### config.mk
export PLATFORM = sky130hd
export DESIGN_NAME = fpmul_arbiter_flat
export DESIGN_NICKNAME = d
export VERILOG_FILES = /design/src/rtl/fpmul_arbiter_pkg.sv /design/src/rtl/fpmul_arbiter_if.sv /design/src/rtl/fpmul_resp_fifo.sv /design/src/rtl/fpmul_arbiter.sv /design/src/flat_wrapper.sv
export SDC_FILE = /design/constraint.sdc
export NUM_CORES = 1
export LEC_CHECK = 0
export BUFFER_PORTS_ARGS = -buffer_cell sky130_fd_sc_hd__clkbuf_2
export CAP_MARGIN = 20
export CORE_MARGIN = 8
export CORE_UTILIZATION = 35
export DETAILED_ROUTE_END_ITERATION = 8
export GPL_ROUTABILITY_DRIVEN = 0
export PLACE_DENSITY_LB_ADDON = 0.3
export SYNTH_ARGS = -nofsm -noshare
export SYNTH_HDL_FRONTEND = slang
export SYNTH_SLANG_ARGS = --single-unit
### constraint.sdc
create_clock -name clk -period 5.7 [get_ports clk]
set_input_delay 1.425 -clock clk [delete_from_list [all_inputs] [get_ports clk]]
set_output_delay 1.425 -clock clk [all_outputs]
set_load 0.005 [all_outputs]
### src/rtl/fpmul_arbiter_pkg.sv
// ============================================================================
//  Module      : fpmul_arbiter_pkg
//  Description : Shared floating-point constants and helpers for the fpmul
//                arbiter slice.
//  Revision    : 1.0 - initial release
// ============================================================================
`default_nettype none

package fpmul_arbiter_pkg;

    localparam int FP_W    = 32;
    localparam int FP_EXPW = 8;
    localparam int FP_MANW = 23;

    localparam logic [FP_W-1:0] FP_POS_INF  = 32'h7F80_0000;
    localparam logic [FP_W-1:0] FP_POS_ZERO = 32'h0000_0000;

    typedef struct packed {
        logic               sign;
        logic [FP_EXPW-1:0] exp;
        logic [FP_MANW-1:0] man;
    } fp32_t;

    // Requester index reached by stepping 'offs' places from 'base', modulo n.
    function automatic int unsigned rr_slot(input int unsigned base,
                                            input int unsigned offs,
                                            input int unsigned n);
        int unsigned s;
        s = base + offs;
        if (s >= n) begin
            s = s - n;
        end
        return s;
    endfunction

endpackage

`default_nettype wire

### src/rtl/fpmul_arbiter_if.sv
// ============================================================================
//  Module      : fpmul_arbiter_if
//  Description : Requester, multiplier and response bundle of fpmul_arbiter.
//  Revision    : 1.0 - initial release
// ============================================================================
`default_nettype none

interface fpmul_arbiter_if import fpmul_arbiter_pkg::*; #(
    parameter int NREQ = 4
) ();

    localparam int IDW = (NREQ > 1) ? $clog2(NREQ) : 1;

    logic [NREQ-1:0]      req_valid;
    logic [NREQ*FP_W-1:0] req_a;
    logic [NREQ*FP_W-1:0] req_b;
    logic [NREQ-1:0]      req_ready;
    logic [FP_W-1:0]      mul_a;
    logic [FP_W-1:0]      mul_b;
    logic [FP_W-1:0]      mul_c;
    logic                 mul_omu;
    logic                 rsp_valid;
    logic                 rsp_ready;
    logic [IDW-1:0]       rsp_id;
    logic [FP_W-1:0]      rsp_c;
    logic                 rsp_omu;
    logic                 busy;

    // Environment side: requesters, the fpmul instance and the consumer.
    modport master (
        output req_valid, req_a, req_b, mul_c, mul_omu, rsp_ready,
        input  req_ready, mul_a, mul_b, rsp_valid, rsp_id, rsp_c, rsp_omu, busy
    );

    modport slave (
        input  req_valid, req_a, req_b, mul_c, mul_omu, rsp_ready,
        output req_ready, mul_a, mul_b, rsp_valid, rsp_id, rsp_c, rsp_omu, busy
    );

endinterface

`default_nettype wire

### src/rtl/fpmul_resp_fifo.sv
// ============================================================================
//  Module      : fpmul_resp_fifo
//  Description : Show-ahead response FIFO; head fields hold the last popped
//                entry while empty.
//  Revision    : 1.0 - initial release
// ============================================================================
`default_nettype none

module fpmul_resp_fifo #(
    parameter int DEPTH = 4,
    parameter int W     = 35
) (
    input  wire logic                       clk,
    input  wire logic                       rst_n,
    input  wire logic                       wr_en,
    input  wire logic [W-1:0]               wr_data,
    input  wire logic                       rd_en,
    output logic      [W-1:0]               rd_data,
    output logic                            rd_valid,
    output logic      [$clog2(DEPTH+1)-1:0] count
);

    localparam int PW = (DEPTH > 1) ? $clog2(DEPTH) : 1;
    localparam int CW = $clog2(DEPTH + 1);

    logic [W-1:0]  r_mem [DEPTH];
    logic [PW-1:0] r_wr_ptr;
    logic [PW-1:0] r_rd_ptr;
    logic [CW-1:0] r_count;
    logic [W-1:0]  r_last;

    logic          w_empty;
    logic          w_pop;

    assign w_empty = (r_count == '0);
    assign w_pop   = rd_en & ~w_empty;

    assign rd_valid = ~w_empty;
    assign rd_data  = w_empty ? r_last : r_mem[r_rd_ptr];
    assign count    = r_count;

    always_ff @(posedge clk) begin
        if (wr_en) begin
            r_mem[r_wr_ptr] <= wr_data;
        end
    end

    always_ff @(posedge clk or negedge rst_n) begin
        if (!rst_n) begin
            r_wr_ptr <= '0;
            r_rd_ptr <= '0;
            r_count  <= '0;
            r_last   <= '0;
        end else begin
            if (wr_en) begin
                r_wr_ptr <= (r_wr_ptr == PW'(DEPTH - 1)) ? '0 : r_wr_ptr + 1'b1;
            end
            if (w_pop) begin
                r_rd_ptr <= (r_rd_ptr == PW'(DEPTH - 1)) ? '0 : r_rd_ptr + 1'b1;
                r_last   <= r_mem[r_rd_ptr];
            end
            r_count <= r_count + CW'(wr_en) - CW'(w_pop);
        end
    end

endmodule

`default_nettype wire

### src/rtl/fpmul_arbiter.sv
// ============================================================================
//  Module      : fpmul_arbiter
//  Description : Round-robin sharing of one registered fpmul among NREQ
//                requesters, with ID tracking and a credited response FIFO.
//  Revision    : 1.0 - initial release
// ============================================================================
`default_nettype none

module fpmul_arbiter import fpmul_arbiter_pkg::*; #(
    parameter int NREQ  = 4,
    parameter int LAT   = 1,
    parameter int DEPTH = 4
) (
    input wire logic        clk,
    input wire logic        rst_n,
    fpmul_arbiter_if.slave  bus
);

    localparam int IDW = (NREQ > 1) ? $clog2(NREQ) : 1;
    localparam int CW  = $clog2(DEPTH + 1);
    localparam int EW  = IDW + FP_W + 1;

    logic [IDW-1:0]  r_ptr;
    logic [FP_W-1:0] r_mul_a;
    logic [FP_W-1:0] r_mul_b;
    logic [LAT:0]    r_tag_v;
    logic [IDW-1:0]  r_tag_id [LAT+1];
    logic [CW-1:0]   r_inflight;

    logic [NREQ-1:0] w_grant;
    logic            w_any;
    logic [IDW-1:0]  w_gid;
    logic            w_credit;
    logic            w_accept;
    logic            w_capture;
    logic [CW-1:0]   w_fifo_count;
    logic [EW-1:0]   w_head;

    always_comb begin
        int unsigned slot;
        logic [IDW-1:0] slot_id;
        w_grant = '0;
        w_any   = 1'b0;
        w_gid   = '0;
        slot    = 0;
        slot_id = '0;
        for (int k = 0; k < NREQ; k++) begin
            slot    = rr_slot(32'(r_ptr), 32'(k), 32'(NREQ));
            slot_id = IDW'(slot);
            if (!w_any && bus.req_valid[slot_id]) begin
                w_any = 1'b1;
                w_gid = slot_id;
            end
        end
        if (w_any) begin
            w_grant[w_gid] = 1'b1;
        end
    end

    // Registered counts only, so a same-cycle pop never reaches req_ready.
    assign w_credit  = ({1'b0, r_inflight} + {1'b0, w_fifo_count}) < (CW+1)'(DEPTH);
    assign w_accept  = w_any & w_credit & rst_n;
    assign w_capture = r_tag_v[LAT];

    assign bus.req_ready = rst_n ? (w_grant & {NREQ{w_credit}}) : '0;
    assign bus.mul_a     = r_mul_a;
    assign bus.mul_b     = r_mul_b;
    assign bus.busy      = (r_inflight != '0) || (w_fifo_count != '0);

    always_ff @(posedge clk or negedge rst_n) begin
        if (!rst_n) begin
            r_ptr      <= '0;
            r_mul_a    <= '0;
            r_mul_b    <= '0;
            r_tag_v    <= '0;
            r_inflight <= '0;
            for (int s = 0; s <= LAT; s++) begin
                r_tag_id[s] <= '0;
            end
        end else begin
            if (w_accept) begin
                r_ptr   <= (w_gid == IDW'(NREQ - 1)) ? '0 : w_gid + 1'b1;
                r_mul_a <= bus.req_a[w_gid*FP_W +: FP_W];
                r_mul_b <= bus.req_b[w_gid*FP_W +: FP_W];
            end
            // Stage k lines up with the operands that entered fpmul k cycles ago.
            r_tag_v[0]  <= w_accept;
            r_tag_id[0] <= w_gid;
            for (int s = 1; s <= LAT; s++) begin
                r_tag_v[s]  <= r_tag_v[s-1];
                r_tag_id[s] <= r_tag_id[s-1];
            end
            r_inflight <= r_inflight + CW'(w_accept) - CW'(w_capture);
        end
    end

    fpmul_resp_fifo #(
        .DEPTH (DEPTH),
        .W     (EW)
    ) u_resp_fifo (
        .clk      (clk),
        .rst_n    (rst_n),
        .wr_en    (w_capture),
        .wr_data  ({r_tag_id[LAT], bus.mul_c, bus.mul_omu}),
        .rd_en    (bus.rsp_ready),
        .rd_data  (w_head),
        .rd_valid (bus.rsp_valid),
        .count    (w_fifo_count)
    );

    assign {bus.rsp_id, bus.rsp_c, bus.rsp_omu} = w_head;

endmodule

`default_nettype wire

### src/flat_wrapper.sv
// flat-port wrapper written by rule: the top's interface ports become plain ports
module fpmul_arbiter_flat import fpmul_arbiter_pkg::*;
#(
    parameter int NREQ  = 4,
    parameter int LAT   = 1,
    parameter int DEPTH = 4
)
  (clk, rst_n, bus_req_valid, bus_req_a, bus_req_b, bus_mul_c, bus_mul_omu, bus_rsp_ready, bus_req_ready, bus_mul_a, bus_mul_b, bus_rsp_valid, bus_rsp_id, bus_rsp_c, bus_rsp_omu, bus_busy);
  fpmul_arbiter_if #(.NREQ(NREQ)) bus_i ();
  input wire logic clk;
  input wire logic rst_n;
  input wire logic [$bits(bus_i.req_valid)-1:0] bus_req_valid;
  input wire logic [$bits(bus_i.req_a)-1:0] bus_req_a;
  input wire logic [$bits(bus_i.req_b)-1:0] bus_req_b;
  input wire logic [$bits(bus_i.mul_c)-1:0] bus_mul_c;
  input wire logic [$bits(bus_i.mul_omu)-1:0] bus_mul_omu;
  input wire logic [$bits(bus_i.rsp_ready)-1:0] bus_rsp_ready;
  output wire logic [$bits(bus_i.req_ready)-1:0] bus_req_ready;
  output wire logic [$bits(bus_i.mul_a)-1:0] bus_mul_a;
  output wire logic [$bits(bus_i.mul_b)-1:0] bus_mul_b;
  output wire logic [$bits(bus_i.rsp_valid)-1:0] bus_rsp_valid;
  output wire logic [$bits(bus_i.rsp_id)-1:0] bus_rsp_id;
  output wire logic [$bits(bus_i.rsp_c)-1:0] bus_rsp_c;
  output wire logic [$bits(bus_i.rsp_omu)-1:0] bus_rsp_omu;
  output wire logic [$bits(bus_i.busy)-1:0] bus_busy;
  assign bus_i.req_valid = bus_req_valid;
  assign bus_i.req_a = bus_req_a;
  assign bus_i.req_b = bus_req_b;
  assign bus_i.mul_c = bus_mul_c;
  assign bus_i.mul_omu = bus_mul_omu;
  assign bus_i.rsp_ready = bus_rsp_ready;
  assign bus_req_ready = bus_i.req_ready;
  assign bus_mul_a = bus_i.mul_a;
  assign bus_mul_b = bus_i.mul_b;
  assign bus_rsp_valid = bus_i.rsp_valid;
  assign bus_rsp_id = bus_i.rsp_id;
  assign bus_rsp_c = bus_i.rsp_c;
  assign bus_rsp_omu = bus_i.rsp_omu;
  assign bus_busy = bus_i.busy;
  fpmul_arbiter #(.NREQ(NREQ), .LAT(LAT), .DEPTH(DEPTH)) u_core (.clk(clk), .rst_n(rst_n), .bus(bus_i));
endmodule
==> results.md <==
* Outcome: complete, no violations
* Syn Std Cell Area at 11600 µm²
* First-pass GRT wire length at 58100 µm
* Largest net degree at the start of global routing at 67
* PortBufs at 400
* Root buffer cell: clkbuf_16
* ANT nets after route at 0
* Shortest period the worst path allows at 4.54 ns
* Psw at 2800 µW
* Number of flops mapped to enable cells by yosys at 140
* Max Slew Vio Count at 0
* RSZ-0062 raised after global routing: no
* Antenna violations before repair at 4
* Setup TNS at 0 ns
* Utilization after layout at 45.8%
* Nets at 1519
* DIE AREA at 39300 µm²
* Final hold violations at 0
* Cell Int Power at 5090 µW
* Leakage at 0.00613 µW
* Post-DR wirelength/cell at 23.1 µm
* Wirelength, routed at 38700 µm
* Max VDD drop at 0.217 mV
* CP arrival at 3.11 ns
* Yosys warns at 0
* Area grow syn2layout at 28.4%
* Die H at 198 µm
* Grt ovf at 0
* FF-to-FF setup slack at 2.24 ns
* GR Util All Layers at 19.2%
* Worst-Skew Late Latency at 0.56 ns
* Least-Margin Pin Slew at 1.08 ns
* Remaining DRCs at 0
* Die Wd at 198 µm
* Fin Hold WS at 0.347 ns
* Total number of vias at 8854
* Sequential share of power at 37.2%
* Count of final setup violators at 0
* Slew headroom at 28.3%
* Post-synth cell types at 41
* Clock power share at 24.0%
* Primary FF master, synth: edfxtp_1
* FF+latch count, synth at 257
* Fmax achieved at 0.220 GHz
* CTS Buf Count at 29
* # resized after CTS at 0
* Clock Sinks at 257
* Max-cap violations at 0
* 1st-iter DRT viols at 413
* Comb pwr share at 38.8%
* Count of hold-fix buffers inserted at cts at 0
* Hold Crit Class: register to register
* Hpwl dp at 28200 µm
* H-tree levels at 1
* Setup crit start kind: input port
* Starting Density at 35.7%
* CP Capture Type: output port
* Power per cell area at 528 nW/µm²
* Initial DRT Pass Iterations at 5
* Switching share of power at 35.5%
* Core Area at 32600 µm²
* Reg clk slew, reported paths at 0.06 ns
* Part of the Yosys area used for sequential elements at 61.3%
* Vias/cell at 5.28
* CTS tree: done
* Fin Clk Skew at 0.0205 ns
* Postcts setup bufs at 0
* Mean post-synth cell area at 13.9 µm²
* Worst Path Required at 4.28 ns
* Max Buffers Root-to-Sink at 3
* Critical path type: input port to output port
* Crit-path max FO at 35
* Layout cells sized above 1 at 48.5%
* Vias in the first global route at 9518
* Mapped Cells at 836
* Async S/R FF share, synth at 45.5%
* Syn nets at 1146
* Fin crit share at 79.6%
* Row Count at 66
* Io pins at 401
[synthesized netlist by cell type (20+ instances only)]
master      n  area share [%]
a221oi_1   44             3.3
a221oi_2   20             2.6
a31oi_1    65             3.5
buf_2      32             1.4
clkbuf_1   27            0.87
dfrtp_1   117              25
edfxtp_1  140              36
mux2_2     71             6.9
mux4_2     35             6.8
nand3_1   128             5.5
nor2_1     67             2.2
[power groups by stage]
stage	clock network [µW]	registers, µW	logic, µW
2_1_floorplan	0	2810	2050
3_3_place_gp	0	2950	3080
3_5_place_dp	0	2960	3130
4_1_cts	1950	2940	3130
5_1_grt	2020	3010	3390
6_report	1890	2930	3060
[area by class of cell]
| class | instances | area [µm²] |
|---|---|---|
| diodes | 4 | 10.0 |
| well taps | 442 | 553 |
| inverters | 14 | 57.6 |
| clock inverters | 15 | 193 |
| repair buffers | 417 | 2140 |
| flip-flops and latches | 257 | 7130 |
| clock buffers | 39 | 773 |
| fillers | 3009 | 17700 |
| multi-input cells | 490 | 4090 |
[layer usage]
layer | track usage (%) | share of wire (%) | wire [µm]
met1 | 22.2 | 38 | 14600
met2 | 33.4 | 51 | 19600
met3 | 6.49 | 9.3 | 3580
met4 | 5.84 | 2.3 | 897
met5 | 0 | 0 | 0
[registers in the layout (all words and copies together) (netlist names)]
| signal | cells |
|---|---|
| u_core.bus.mul_a | 32 |
| u_core.r_tag_v | 2 |
| u_core.u_resp_fifo.count | 3 |
| u_core.u_resp_fifo.r_wr_ptr | 2 |
| u_core.bus.mul_b | 32 |
| u_core.r_tag_id | 4 |
| u_core.u_resp_fifo.r_last | 35 |
| u_core.u_resp_fifo.r_rd_ptr | 2 |
| u_core.r_ptr | 2 |
| u_core.r_inflight | 3 |
| u_core.u_resp_fifo.r_mem | 140 |
[through the flow]
stage / setup slack, ns / std cells / cell area (µm²) / power [µW]
global placement: 1.18 / 1620 / 14000 / 6030
CTS: 1.16 / 1674 / 14900 / 8010
global route: 1.10 / 1678 / 14900 / 8420
floorplan: 1.44 / 836 / 11600 / 4860
finish: 1.16 / 1678 / 14900 / 7880
detailed placement: 1.17 / 1620 / 14000 / 6090
[critical path: stages]
cell and delay (ns):
buf_6 0.15, or4b_1 0.45, a31oi_1 0.27, o21ai_4 0.10
buf_4 0.27, nor3_1 0.22, clkbuf_2 0.15
[placed cells by master (no fill, tap or decap), types with 4 or more instances in the layout]
cell,Yosys,layout
clkbuf_2,0,399
edfxtp_1,140,140
nand3_1,128,128
dfrtp_1,117,115
mux2_2,71,71
nor2_1,67,67
a31oi_1,65,65
a221oi_1,44,44
mux4_2,35,35
clkbuf_16,0,29
a221oi_2,20,20
buf_4,3,17
inv_1,12,12
ha_1,12,12
clkbuf_1,27,9
nand2_1,8,7
clkinv_1,0,5
diode_2,0,4
o21ai_0,4,4
xnor2_1,4,4
and2_2,0,4
bufinv_16,0,4
[final timing paths]
path	startpoint	to	depth (start not counted)
worst max-delay path	rst_n	bus_req_ready[0]	7
worst min-delay path	u_core.r_tag_id[2]$_DFF_PN0_	u_core.r_tag_id[0]$_DFF_PN0_	0
worst max register to register	u_core.u_resp_fifo.count[0]$_DFF_PN0_	u_core.u_resp_fifo.count[2]$_DFF_PN0_	10
worst min register to register	u_core.r_tag_id[2]$_DFF_PN0_	u_core.r_tag_id[0]$_DFF_PN0_	0
max in group asynchronous	rst_n	u_core.bus.mul_a[17]$_DFFE_PN0P_	2
min in group asynchronous	rst_n	u_core.u_resp_fifo.r_last[11]$_DFFE_PN0P_	1
[kinds of logic (layout without fill, tap and decap cells)]
logic type      count (synthesis)  after routing  synth area share [%]
mux                           107            107                  13.7
flops                         257            257                  61.3
fa+ha+maj                      14             14                  1.63
simple gates                  222            222                  9.02
buf+inv                        89            485                  3.84
compound gates                143            143                  10.2
other cells                     0              4                     0
xor+xnor                        4              4                 0.301
No activity file was read; power rests on OpenSTA's default activity.
